**src/rtl/mac_relu_unit.sv**
```systemverilog
// Three-stage signed multiply-accumulate with a ReLU view of the accumulator.
// Define MAC_SAT_EN for saturating arithmetic and the sticky sat_flag output.
module mac_relu_unit #(
   parameter int DATA_W = 32,
   parameter int ACC_W  = 32
) (
   input  logic                     clk,
   input  logic                     rst,
   input  logic                     clr,
   input  logic                     enable,
   input  logic signed [DATA_W-1:0] a,
   input  logic signed [DATA_W-1:0] b,
   output logic signed [ACC_W-1:0]  acc,
   output logic signed [ACC_W-1:0]  relu_acc,
   output logic                     busy
`ifdef MAC_SAT_EN
   ,
   output logic                     sat_flag
`endif
);

   localparam int PW = 2 * DATA_W;
   localparam int EW = (PW > ACC_W) ? PW : ACC_W;
   localparam logic signed [ACC_W-1:0] ACC_MAX = {1'b0, {(ACC_W-1){1'b1}}};
   localparam logic signed [ACC_W-1:0] ACC_MIN = {1'b1, {(ACC_W-1){1'b0}}};

   logic signed [DATA_W-1:0] a_p1_q, a_p1_d, b_p1_q, b_p1_d;
   logic                     vld_p1_q, vld_p1_d;
   logic signed [ACC_W-1:0]  prod_p2_q, prod_p2_d;
   logic                     vld_p2_q, vld_p2_d;
   logic signed [ACC_W-1:0]  acc_q, acc_d;
   logic                     load_p1;

`ifdef MAC_SAT_EN
   logic signed [PW-1:0] prod_full;
   logic                 sat_p2_q, sat_p2_d;
   logic                 sat_flag_q, sat_flag_d;
   logic                 prod_ovf, sum_ovf;

   function automatic logic signed [ACC_W-1:0] sat_prod(
      input  logic signed [PW-1:0] p,
      output logic                 ovf
   );
      logic signed [EW-1:0] pe, hi, lo;
      pe  = EW'(p);
      hi  = EW'(ACC_MAX);
      lo  = EW'(ACC_MIN);
      ovf = (pe > hi) || (pe < lo);
      if (pe > hi) return ACC_MAX;
      else if (pe < lo) return ACC_MIN;
      else return pe[ACC_W-1:0];
   endfunction

   // One extra sum bit exposes signed overflow as a mismatch of the top two bits.
   function automatic logic signed [ACC_W-1:0] sat_add(
      input  logic signed [ACC_W-1:0] x,
      input  logic signed [ACC_W-1:0] y,
      output logic                    ovf
   );
      logic signed [ACC_W:0] s;
      s   = (ACC_W+1)'(x) + (ACC_W+1)'(y);
      ovf = s[ACC_W] ^ s[ACC_W-1];
      if (ovf) return s[ACC_W] ? ACC_MIN : ACC_MAX;
      else return s[ACC_W-1:0];
   endfunction
`else
   function automatic logic signed [ACC_W-1:0] wrap_mul(
      input logic signed [DATA_W-1:0] x,
      input logic signed [DATA_W-1:0] y
   );
      return ACC_W'(x) * ACC_W'(y);
   endfunction
`endif

   always_comb begin
      // stage 1: operand capture, held while idle
      load_p1  = enable & ~clr;
      vld_p1_d = load_p1;
      a_p1_d   = load_p1 ? a : a_p1_q;
      b_p1_d   = load_p1 ? b : b_p1_q;
      // stage 2: product
      vld_p2_d = vld_p1_q & ~clr;
`ifdef MAC_SAT_EN
      prod_ovf  = 1'b0;
      sum_ovf   = 1'b0;
      prod_full = a_p1_q * b_p1_q;
      prod_p2_d = sat_prod(prod_full, prod_ovf);
      sat_p2_d  = prod_ovf;
      // stage 3: saturating accumulate
      acc_d      = acc_q;
      sat_flag_d = sat_flag_q;
      if (clr) begin
         acc_d      = '0;
         sat_flag_d = 1'b0;
      end else if (vld_p2_q) begin
         acc_d      = sat_add(acc_q, prod_p2_q, sum_ovf);
         sat_flag_d = sat_flag_q | sat_p2_q | sum_ovf;
      end
`else
      prod_p2_d = wrap_mul(a_p1_q, b_p1_q);
      // stage 3: wrapping accumulate
      acc_d = acc_q;
      if (clr) acc_d = '0;
      else if (vld_p2_q) acc_d = acc_q + prod_p2_q;
`endif
   end

   always_ff @(posedge clk) begin
      if (rst) begin
         a_p1_q    <= '0;
         b_p1_q    <= '0;
         vld_p1_q  <= 1'b0;
         prod_p2_q <= '0;
         vld_p2_q  <= 1'b0;
         acc_q     <= '0;
`ifdef MAC_SAT_EN
         sat_p2_q   <= 1'b0;
         sat_flag_q <= 1'b0;
`endif
      end else begin
         a_p1_q    <= a_p1_d;
         b_p1_q    <= b_p1_d;
         vld_p1_q  <= vld_p1_d;
         prod_p2_q <= prod_p2_d;
         vld_p2_q  <= vld_p2_d;
         acc_q     <= acc_d;
`ifdef MAC_SAT_EN
         sat_p2_q   <= sat_p2_d;
         sat_flag_q <= sat_flag_d;
`endif
      end
   end

   assign acc      = acc_q;
   assign relu_acc = acc_q[ACC_W-1] ? '0 : acc_q;
   assign busy     = vld_p1_q | vld_p2_q;
`ifdef MAC_SAT_EN
   assign sat_flag = sat_flag_q;
`endif

endmodule

```
**config.mk**
```make
export PLATFORM = sky130hd
export DESIGN_NAME = mac_relu_unit
export DESIGN_NICKNAME = d
export VERILOG_FILES = /design/src/rtl/mac_relu_unit.sv
export SDC_FILE = /design/constraint.sdc
export NUM_CORES = 2
export LEC_CHECK = 0
export CAP_MARGIN = 20
export CORE_MARGIN = 10
export CORE_UTILIZATION = 25
export CTS_BUF_LIST = sky130_fd_sc_hd__clkbuf_4
export DETAILED_ROUTE_END_ITERATION = 8
export GPL_ROUTABILITY_DRIVEN = 0
export PLACE_DENSITY_LB_ADDON = 0.08
export REMOVE_ABC_BUFFERS = 1
export SYNTH_ARGS = -nofsm -noshare
export SYNTH_HDL_FRONTEND = slang
export SYNTH_SLANG_ARGS = --single-unit
export TNS_END_PERCENT = 50
```
**constraint.sdc**
```tcl
create_clock -name clk -period 7.39 [get_ports clk]
set_input_delay 0.739 -clock clk [delete_from_list [all_inputs] [get_ports clk]]
set_output_delay 0.739 -clock clk [all_outputs]
set_load 0.01 [all_outputs]
```
==> After elaboration in Yosys (flattened, before gate mapping) <==
Cells that the tools add are included.
{ "op_classes": {"n_addsub": 1, "bitwise_logic": 4, "n_reduce_logical": 1, "mux": 1, "multipliers": 1} }
{ "ops": {"columns": ["op", "count"], "rows": [
  ["$add A32 B32 Y32", 1],
  ["$mul A32 B32 Y32", 1],
  ["$mux W31", 1],
  ["$and A1 B1 Y1", 2],
  ["$reduce_or A2 Y1", 1],
  ["$not A1 Y1", 1],
  ["$or A1 B1 Y1", 1]
]} }
{ "word_totals": {"input_bits": 68, "ff_bits": 130, "out_inout_bits": 65} }

==> Longest topological paths before layout <==
{ "depth": {"depth_word": 2, "ltp_mapped": 29, "ltp_nobuf": 27} }

==> Least setup slack after synthesis <==
No wires, ideal clock.
{ "synth_path": {"kind": "register -> register", "startpoint": "register b_p1_q[3]", "endpoint": "register prod_p2_q[31]", "path_stages_with_launch": 26, "slack_ps": 577, "setup_time_ps": 128, "period_less_slack_ps": 6813, "arrival_time_ps": 6685, "t_required_ps": 7262, "cell_sequence": "dfxtp_1 -> clkbuf_1 -> clkbuf_1 -> and2_1 -> fa_1 -> fa_1 -> inv_1 -> fa_1 -> fa_1 -> inv_1 -> fa_1 -> fa_1 -> fa_1 -> inv_1 -> fa_1 -> inv_1 -> ha_1 -> and4_1 -> and4_1 -> inv_1 -> a211oi_1 -> o41ai_2 -> o21ai_1 -> a31oi_1 -> xnor2_1 -> nor2_1"} }
{ "synth_via": {"elab_chain_cells": 1} }
{ "synth_lines": {"columns": ["item", "line_no", "source"], "rows": [
  ["start, declared", "27", "logic signed [DATA_W-1:0] a_p1_q, a_p1_d, b_p1_q, b_p1_d;"],
  ["start signal, assigned", "122", "b_p1_q <= b_p1_d;"],
  ["$mul A32 B32 Y32", "71", "return ACC_W'(x) * ACC_W'(y);"],
  ["end signal, assigned", "124", "prod_p2_q <= prod_p2_d;"],
  ["end, declared", "29", "logic signed [ACC_W-1:0] prod_p2_q, prod_p2_d;"]
]} }
Every way passes these cells.
A chain may end at the register's enable or synchronous reset.

==> Worst setup path after layout <==
{ "layout_path": {"startpoint": "register b_p1_q[10]", "endpoint": "register prod_p2_q[31]"} }
Same word-level chain as after synthesis.

==> impl_metrics.csv <==
group,metric,value,unit
sta,max-slew-margin-rel,0.4164,
cells_and_area,final_cells,3800,
sta,fmax,140.6,MHz
floorplanning,floorplan.initialDensity,0.2513,
placed_design,portBuffers,131,
power,finalPower,2.002,mW
placed_design,hpwl,58020,um
cells_and_area,area_growth,14.78,%
clock_network,cts_setup_buffers,0,
power,switching_share,0.4026,
critical_path,crit_path_end_kind,"flop",
synth,synth-seq-cells,130,
power,intPower,1.196,mW
flow_run,drv_cap,0,
synth,syn_inst,2519,
run_status,status,"finished, final reports clean",
sta,fin_crit_sh,0.9621,
global_routing,first_global_vias,17610,
route,via_count,15960,
power,combPwrFrac,0.284,
synth,avgSynthCellArea,8.802,um^2
clock_network,cts_buffers,17,
route,drc,0,
power,p_leak,12.04,nW
sta,worst_pin_slew,0.8755,ns
floorplanning,num_rows,109,
cells_and_area,nNetsFinal,3276,
synth,seq_area_frac_synth,0.1174,
clock_network,htreeDepth,4,
clock_network,path_clk_slew,0.21,ns
synth,yosysUniqueCellTypes,62,
route,dr.pass1.iters,4,
synth,ys.flop_type,"dfxtp_1",
sta,hold_viol,0,
sta,setup_viol_count_final,0,
sta,slew_viol_final,0,
global_routing,grt_pass1_wl,107600,um
clock_network,clk_path_buf_depth,2,
route,drt_wl_total,68240,um
sta,fin_crit,7.110,ns
route,viasPerCell,4.200,
cells_and_area,final_core_util,0.2884,
floorplanning,pin_count,133,
clock_network,cts_root_buffer,"clkbuf_4",
power,pwr-share-seq,0.391,
clock_network,cts_hold_buffers,0,
critical_path,worstPathArrival,7.80,ns
power,p_sw,806.0,uW
floorplanning,die_y,317.8,um
global_routing,grt_max_degree,65,
synth,syn-cell-area,0.02217,mm^2
global_routing,track_usage,0.1371,
global_routing,grt_antenna_before_repair,3,
sta,rsz0062_at_grt,"no",
synth,synth_edf_count,0,
critical_path,critPathMaxFanout,13,
floorplanning,die_width,317.8,um
min_path,hp-class,"primary input to flop",
global_routing,grt-ovfl-total,0,
clock_network,cts_tree,"built",
power,cellPowerDensity,78.67,mW/mm^2
sta,finalSetupTns,0,ns
critical_path,crit_type,"flop to flop",
placed_design,dp_cells,3763,
route,drtIter0Drc,573,
floorplanning,dieArea,0.1010,mm^2
route,ant_nets,0,
critical_path,required,8.08,ns
floorplanning,core_area,0.08824,mm^2
power,clockPowerShare,0.326,
critical_path,crit_path_start_kind,"flop",
sta,finClkSkew,0.05861,ns
sta,holdWs,0.3528,ns
power,ir_drop,0.09657,mV
cells_and_area,num-fill-cells,9517,
synth,synthArstFlopShare,0,
cells_and_area,layout-drive-gt1-share,0.05473,
clock_network,cts_sinks,130,
synth,yosysWarnings,0,
route,wire_per_inst,17.96,um
clock_network,cts_resized,0,
clock_network,worstSkewPairLatency,0.81,ns
## registers in the layout, indices dropped and copies added (netlist names)
signal,flops
a_p1_q,32
vld_p1_q,1
vld_p2_q,1
acc,32
b_p1_q,32
prod_p2_q,32
## final timing paths
path	start	to	slack (ns)	depth (start not counted)
worst max-delay path	b_p1_q[10]$_SDFFE_PP0P_	prod_p2_q[31]$_SDFF_PP0_	0.28	23
worst max register to register	b_p1_q[10]$_SDFFE_PP0P_	prod_p2_q[31]$_SDFF_PP0_	0.28	23
worst min register to register	a_p1_q[31]$_SDFFE_PP0P_	a_p1_q[31]$_SDFFE_PP0P_	0.47	2
worst min-delay path	rst	prod_p2_q[13]$_SDFF_PP0_	0.35	2
## metrics by stage
step	instance area (um^2)	setup WS (ns)
global route	25440	0.004254
finish	25450	0.2798
CTS	25390	0.1680
detailed placement	25060	0.2380
floorplan	21660	0.7191
global placement	25060	0.2229
## worst max-delay path, cell delays in order, from the launching register on
cell	delay, ns
dfxtp_1	0.74
buf_4	0.32
nand2_1	0.09
fa_1	0.36
inv_1	0.07
fa_1	0.45
fa_1	0.51
inv_1	0.05
fa_1	0.48
inv_1	0.06
fa_1	0.49
fa_1	0.56
fa_1	0.42
fa_1	0.45
ha_1	0.37
a21oi_1	0.15
o221ai_1	0.14
a21oi_1	0.21
o21ai_1	0.13
o41ai_2	0.41
o21ai_1	0.15
a31oi_1	0.21
xnor2_1	0.14
nor2_1	0.05
## area by class of cell
type	count	area, um^2	share of cell area
multi-input combinational	1815	17430	0.6851
sequential	130	2610	0.1026
timing repair buffer	215	1959	0.07699
inverter	439	1648	0.06475
tap	1165	1458	0.05728
clock inverter	15	201.4	0.007916
clock buffer	17	127.6	0.005015
antenna	4	10.01	0.0003933
## synthesized netlist by cell type (all sizes together) (4+ instances only)
library cell / number / share of area
and3: 6 / 0.0017
nor2: 78 / 0.013
xor2: 27 / 0.011
ha: 181 / 0.10
xnor2: 79 / 0.031
o41ai: 4 / 0.0023
a31oi: 7 / 0.0020
a21o: 21 / 0.0072
fa: 409 / 0.37
mux2i: 20 / 0.0090
dfxtp: 130 / 0.12
buf: 9 / 0.0017
clkbuf: 126 / 0.021
a211oi: 10 / 0.0034
and2: 351 / 0.099
inv: 439 / 0.074
o21ai: 32 / 0.0076
nor3: 12 / 0.0027
o21a: 6 / 0.0020
nand2: 338 / 0.057
a21oi: 108 / 0.025
nor2b: 41 / 0.012
or2: 4 / 0.0011
nand3: 17 / 0.0038
a211o: 4 / 0.0016
nand3b: 4 / 0.0014
o21bai: 6 / 0.0020
nand2b: 10 / 0.0028
## logic make-up (layout without fill, tap and decap cells)
group,after synthesis,after routing,synth area share
XOR/XNOR,106,106,0.04187
AND/OR/NAND/NOR,881,881,0.2021
flip-flops,130,130,0.1174
adder cells (fa/ha/maj),590,590,0.4714
other,1,5,0.0001691
AO/OA/AOI/OAI,217,217,0.06067
buffers and inverters,574,686,0.09735
multiplexers,20,20,0.009029
## cell usage in the layout, fill, tap and decap left out, types with 20 or more instances in the layout
cell type,instances
clkdlybuf4s50_1,130
xnor2_1,79
nor2_1,78
and2_1,351
xor2_1,27
o21ai_0,23
ha_1,180
fa_1,409
a21o_1,20
mux2i_1,20
dfxtp_1,124
nor2b_1,40
a21oi_1,106
buf_4,82
nand2_1,338
inv_1,439
## power by group through the flow
stage          registers (mW)  clock network (mW)  logic, mW
2_1_floorplan           0.794                   0      0.318
3_3_place_gp            0.799                   0      0.577
3_5_place_dp            0.800                   0      0.578
4_1_cts                 0.785               0.702      0.581
5_1_grt                 0.789               0.713      0.646
6_report                0.782               0.652      0.568
## per-layer routing
layer | vias up | wire, um | GRT usage
li1 | 7794 | - | -
met1 | 7916 | 35320 | 0.1954
met2 | 218 | 29560 | 0.2114
met3 | 32 | 2437 | 0.02351
met4 | 0 | 920 | 0.03476
met5 | - | 0 | 0
Note: power is estimated with default switching activity, not from simulation.
==> patch 1: new RTL, same flow settings <==
Take the reset off `prod_p2_q` and load it in a clocked block of its own.
--- a/src/rtl/mac_relu_unit.sv
+++ b/src/rtl/mac_relu_unit.sv
@@ -110,7 +110,6 @@
          a_p1_q    <= '0;
          b_p1_q    <= '0;
          vld_p1_q  <= 1'b0;
-         prod_p2_q <= '0;
          vld_p2_q  <= 1'b0;
          acc_q     <= '0;
 `ifdef MAC_SAT_EN
@@ -121,7 +120,6 @@
          a_p1_q    <= a_p1_d;
          b_p1_q    <= b_p1_d;
          vld_p1_q  <= vld_p1_d;
-         prod_p2_q <= prod_p2_d;
          vld_p2_q  <= vld_p2_d;
          acc_q     <= acc_d;
 `ifdef MAC_SAT_EN
@@ -129,6 +127,10 @@
          sat_flag_q <= sat_flag_d;
 `endif
       end
+   end
+
+   always_ff @(posedge clk) begin
+      prod_p2_q <= prod_p2_d;
    end
 
    assign acc      = acc_q;
Function: not settled (the Yosys comparison gave no result); the edit may change what the design does.
==> patch 1 against the original RTL <==
Clock power is 4.9% lower. Synthesized area is 0.21% higher. Non-clock buffer count is 4 lower. Via count is 2.4% higher. Maximum frequency is 0.33% higher. Critical path depth is 2 lower. Final area is 0.10% lower. Sequential cell count stayed put. Worst setup slack better by 0.023 ns. Power is 4.2% higher. Sequential share of layout area hardly changed. Highest routed layer unchanged. Clock skew is 0.025 ns lower. Routed wire length is 11% higher.
==> patch 1: results (changes against the original RTL) <==
metric,value,unit,change
vdd_drop_max,0.00009058,V,was 0.00009657 V
grt_pass1_wl,116.0,mm,was 107.6 mm
setup-violations-final,0,,unchanged
holdCritPathClass,reg -> reg,,was in -> reg
vias,16344,,was 15960
clk_pin_slew,0.14,ns,was 0.21 ns
grt_pass1_vias,18396,,was 17610
placed_area,25080,µm²,was 25060 µm²
worst-path-max-fanout,12,,was 13
place_ws,0.2866,ns,was 0.2380 ns
gr-usage-all-layers,15.11,%,was 13.71%
synthTopCellsByArea,"fa_1 37%, dfxtp_1 12%, ha_1 10%",,unchanged
cts_resized,0,,unchanged
drt-initial-drc-count,644,,was 573
cts_root_buf,clkbuf_4,,unchanged
layout-drive-gt1-share,5.247,%,was 5.473%
skew,0.03367,ns,was 0.05861 ns
p_sw,0.7647,mW,was 0.8060 mW
hpwl,64.02,mm,was 58.02 mm
cts_inserted_buffers,17,,unchanged
first_pass_iters,5,,was 4
cts_max_path_buffers,2,,unchanged
ys_types,67,,was 62
cts_setup_buffers,0,,unchanged
status,finished clean,,unchanged
yosys_warnings,0,,unchanged
nNetsFinal,3275,,was 3276
cts.htree.levels,4,,unchanged
io_buffers,131,,unchanged
netlist_top_cells_count,"449 x inv_1, 409 x fa_1, 356 x and2_1",,"was 439 x inv_1, 409 x fa_1, 351 x and2_1"
grt_start_max_net_pins,65,,unchanged
cts_tree,yes,,unchanged
yosysSeqAreaShare,11.71,%,was 11.74%
cp.arrival,7.71,ns,was 7.80 ns
antenna_found_initial,4,,was 3
synth_flop_cell,dfxtp_1,,unchanged
clock_latency,0.75,ns,was 0.81 ns
async_flop_share,0,%,unchanged
leakage,12.06,nW,was 12.04 nW
avgRoutedWirePerCell,19.90,µm,was 17.96 µm
worst_pin_slew,1.055,ns,was 0.8755 ns
ant_nets,0,,unchanged
## patch 1: stage by stage
| stage | power [mW] | std cells |
|---|---|---|
| after floorplan | 1.183 | 2387 |
| after global placement | 1.491 | 3763 |
| after detailed placement | 1.493 | 3763 |
| after CTS | 2.134 | 3795 |
| after global routing | 2.236 | 3796 |
| final | 2.087 | 3796 |
## patch 1: layout make-up
type | count | area (µm²)
clock inverter | 13 | 190.2
antenna | 1 | 2.502
timing repair buffer | 211 | 1907
sequential | 130 | 2613
tap | 1165 | 1458
clock buffer | 19 | 142.6
inverter | 450 | 1689
fill | 9421 | 62820
multi-input combinational | 1807 | 17420
## patch 1: per-layer routing
layer / GRT usage (%) / routed length [µm] / up-vias
met4: 4.696 / 2085 / 0
met2: 25.39 / 35760 / 276
li1: - / - / 7818
met3: 2.629 / 2653 / 74
met5: 0 / 0 / -
met1: 19.50 / 35050 / 8176
## patch 1: worst paths after layout
kind,startpoint,to,slack (ns),cells past startpoint
setup reg to reg,a_p1_q[11],prod_p2_q[30],0.30,21
hold reg to reg,vld_p1_q,vld_p2_q,0.47,1
setup / recovery,a_p1_q[11],prod_p2_q[30],0.30,21
hold / removal,vld_p1_q,vld_p2_q,0.47,1
## patch 1: power by group through the flow
| stage | Clock [mW] | Sequential [mW] | Combinational (mW) |
|---|---|---|---|
| after floorplan | 0 | 0.814 | 0.369 |
| after global placement | 0 | 0.839 | 0.653 |
| after detailed placement | 0 | 0.839 | 0.654 |
| after CTS | 0.652 | 0.823 | 0.659 |
| after global routing | 0.675 | 0.829 | 0.732 |
| final | 0.620 | 0.821 | 0.646 |
## patch 1: cell families after synthesis
family,Yosys count,synth area share [%]
DFF,130,11.71
buffers and inverters,582,9.923
other,1,0.01688
and+or+nand+nor,858,19.72
muxes,14,0.6420
AOI/OAI and AO/OA,247,7.118
adders and majority gates,590,47.05
xor gates and xnor gates,97,3.824
## patch 1: critical path, cell delays in order (launching register included)
cell and delay (ns):
dfxtp_1 0.62, buf_4 0.26, buf_4 0.27, nand2_1 0.11
fa_1 0.40, inv_1 0.07, fa_1 0.44, fa_1 0.52
inv_1 0.05, fa_1 0.49, inv_1 0.06, fa_1 0.48
fa_1 0.57, fa_1 0.43, fa_1 0.44, ha_1 0.41
and2_1 0.18, o311ai_2 0.19, a21o_1 0.24, and2_1 0.17
o211a_1 0.23, a311o_1 0.32
==> patch 2: new RTL, same flow settings <==
Without the edit above. Set the parameter `DATA_W` to 24 (it was 32).
--- a/src/rtl/mac_relu_unit.sv
+++ b/src/rtl/mac_relu_unit.sv
@@ -1,7 +1,7 @@
 // Three-stage signed multiply-accumulate with a ReLU view of the accumulator.
 // Define MAC_SAT_EN for saturating arithmetic and the sticky sat_flag output.
 module mac_relu_unit #(
-   parameter int DATA_W = 32,
+   parameter int DATA_W = 24,
    parameter int ACC_W  = 32
 ) (
    input  logic                     clk,
Ports: changed (resized a and b); port bits go from 133 to 117. The function was not compared with the original's and may differ.
==> patch 2 against the original RTL <==
Via count decreased by 8.0%. Final cell count decreased by 9.2%. Power decreased by 9.6%. Synthesized cell count decreased by 8.9%. Synthesized area decreased by 9.7%. Sequential cell count decreased by 16. Hold slack improved by 0.035 ns. Final area decreased by 10%. Routed wire length decreased by 3.9%. Worst setup slack improved by 0.19 ns. Critical path type unchanged. Critical endpoint is now prod_p2_q[30].
==> patch 2: results (changes against the original RTL) <==
metric,value,unit,change
worst-path-max-fanout,15,,was 13
synthTopCellsByArea,"fa_1 38%, dfxtp_1 11%, ha_1 9.3%",,"was fa_1 37%, dfxtp_1 12%, ha_1 10%"
reg2reg_depth,24,,was 23
grt_pass1_wl,103.3,mm,was 107.6 mm
synth_flop_cell,dfxtp_1,,unchanged
nNetsFinal,2964,,was 3276
placed_area,22550,µm²,was 25060 µm²
cts_root_buf,clkbuf_4,,unchanged
gr-usage-all-layers,14.88,%,was 13.71%
first_pass_iters,4,,unchanged
cts_max_path_buffers,2,,unchanged
skew,0.07102,ns,was 0.05861 ns
status,finished clean,,unchanged
cts_inserted_buffers,17,,unchanged
use_met1,21.52,%,was 19.54%
holdCritPathClass,in -> reg,,unchanged
clk_pin_slew,0.18,ns,was 0.21 ns
vias,14682,,was 15960
worst_pin_slew,0.9189,ns,was 0.8755 ns
async_flop_share,0,%,unchanged
grt_pass1_vias,16411,,was 17610
regToRegSetupSlack,0.47,ns,was 0.28 ns
ys_types,61,,was 62
vdd_drop_max,0.00006242,V,was 0.00009657 V
avgRoutedWirePerCell,19.01,µm,was 17.96 µm
antenna_found_initial,2,,was 3
drt-initial-drc-count,661,,was 573
clock_latency,0.74,ns,was 0.81 ns
critical_path.startpoint,a_p1_q[9],,was b_p1_q[10]
cts_resized,0,,unchanged
leakage,10.15,nW,was 12.04 nW
cts.htree.levels,4,,unchanged
gr-usage-met2,23.10,%,was 21.14%
drv_slew,0,,unchanged
netlist_top_cells_count,"456 x inv_1, 382 x fa_1, 291 x and2_1",,"was 439 x inv_1, 409 x fa_1, 351 x and2_1"
yosysSeqAreaShare,11.40,%,was 11.74%
grt_start_max_net_pins,49,,was 65
cp_top_family,adder cells,,unchanged
slowest_delay,0.57,ns,was 0.74 ns
yosys_warnings,0,,unchanged
hpwl,53.98,mm,was 58.02 mm
layout-drive-gt1-share,4.762,%,was 5.473%
grt_busiest_layer,met2,,unchanged
cts_setup_buffers,0,,unchanged
critPathSlowestCell,fa_1,,was dfxtp_1
met3_usage,2.402,%,was 2.351%
io_buffers,115,,was 131
crit_end,prod_p2_q[30],,was prod_p2_q[31]
cp.arrival,7.52,ns,was 7.80 ns
## patch 2: changes by cell type in the layout (fill, tap and decap cells not counted), sizes merged, moves of 8 or more
cell           unedited run  this run
ha                      181       148
and2                    351       291
xnor2                    79        60
a21oi                   108       100
dfxtp                   130       114
nand2                   338       288
clkdlybuf4s50           130       114
inv                     451       459
fa                      409       382
buf                      85        61
## patch 2: kinds of logic (layout without fill, tap and decap cells)
| logic type | count (synthesis) | count (layout) | share of synthesized area [%] |
|---|---|---|---|
| simple gates | 770 | 770 | 19.33 |
| buf+inv | 563 | 662 | 10.62 |
| fa+ha+maj | 530 | 530 | 47.47 |
| compound gates | 224 | 224 | 7.009 |
| flops | 114 | 114 | 11.40 |
| xor+xnor | 80 | 80 | 3.502 |
| mux | 13 | 13 | 0.6503 |
| other cells | 1 | 7 | 0.01874 |
## patch 2: layout make-up
| cell class | count | area, µm² |
|---|---|---|
| antenna | 6 | 15.01 |
| clock buffer | 18 | 135.1 |
| clock inverter | 13 | 160.2 |
| fill | 8566 | 56260 |
| inverter | 456 | 1712 |
| multi-input combinational | 1618 | 15610 |
| sequential | 114 | 2291 |
| tap | 1050 | 1314 |
| timing repair buffer | 175 | 1624 |
## patch 2: per-layer routing
metal  vias up  routed length [µm]
met5         -                   0
met3        34                2281
li1       7056                   -
met1      7397               33510
met2       195               28970
met4         0                 813
## patch 2: through the flow
| stage | cells | hold slack, ns | utilization (%) | total power, mW | setup WS [ns] |
|---|---|---|---|---|---|
| global route | 3449 | 0.3189 | 28.89 | 1.952 | 0.06710 |
| global placement | 3413 | 0.4385 | 28.49 | 1.261 | 0.3728 |
| CTS | 3444 | 0.3122 | 28.87 | 1.861 | 0.2991 |
| floorplan | 2188 | 0.4209 | - | 1.009 | 1.170 |
| finish | 3450 | 0.3876 | 28.90 | 1.810 | 0.4671 |
| detailed placement | 3413 | 0.4531 | 28.49 | 1.260 | 0.3065 |
## patch 2: report_power, final
part / internal, mW / switching [mW]
clock network: 0.236 / 0.337
logic: 0.218 / 0.314
registers: 0.644 / 0.0598
total: 1.10 / 0.711
## patch 2: worst min-delay path by stage
stage / start / endpoint / cells past startpoint
global route: rst / b_p1_q[19] / 2
CTS: rst / b_p1_q[18] / 2
finish: rst / b_p1_q[19] / 2
global placement: vld_p1_q / vld_p2_q / 1
detailed placement: vld_p1_q / vld_p2_q / 1
floorplan: vld_p1_q / vld_p2_q / 1
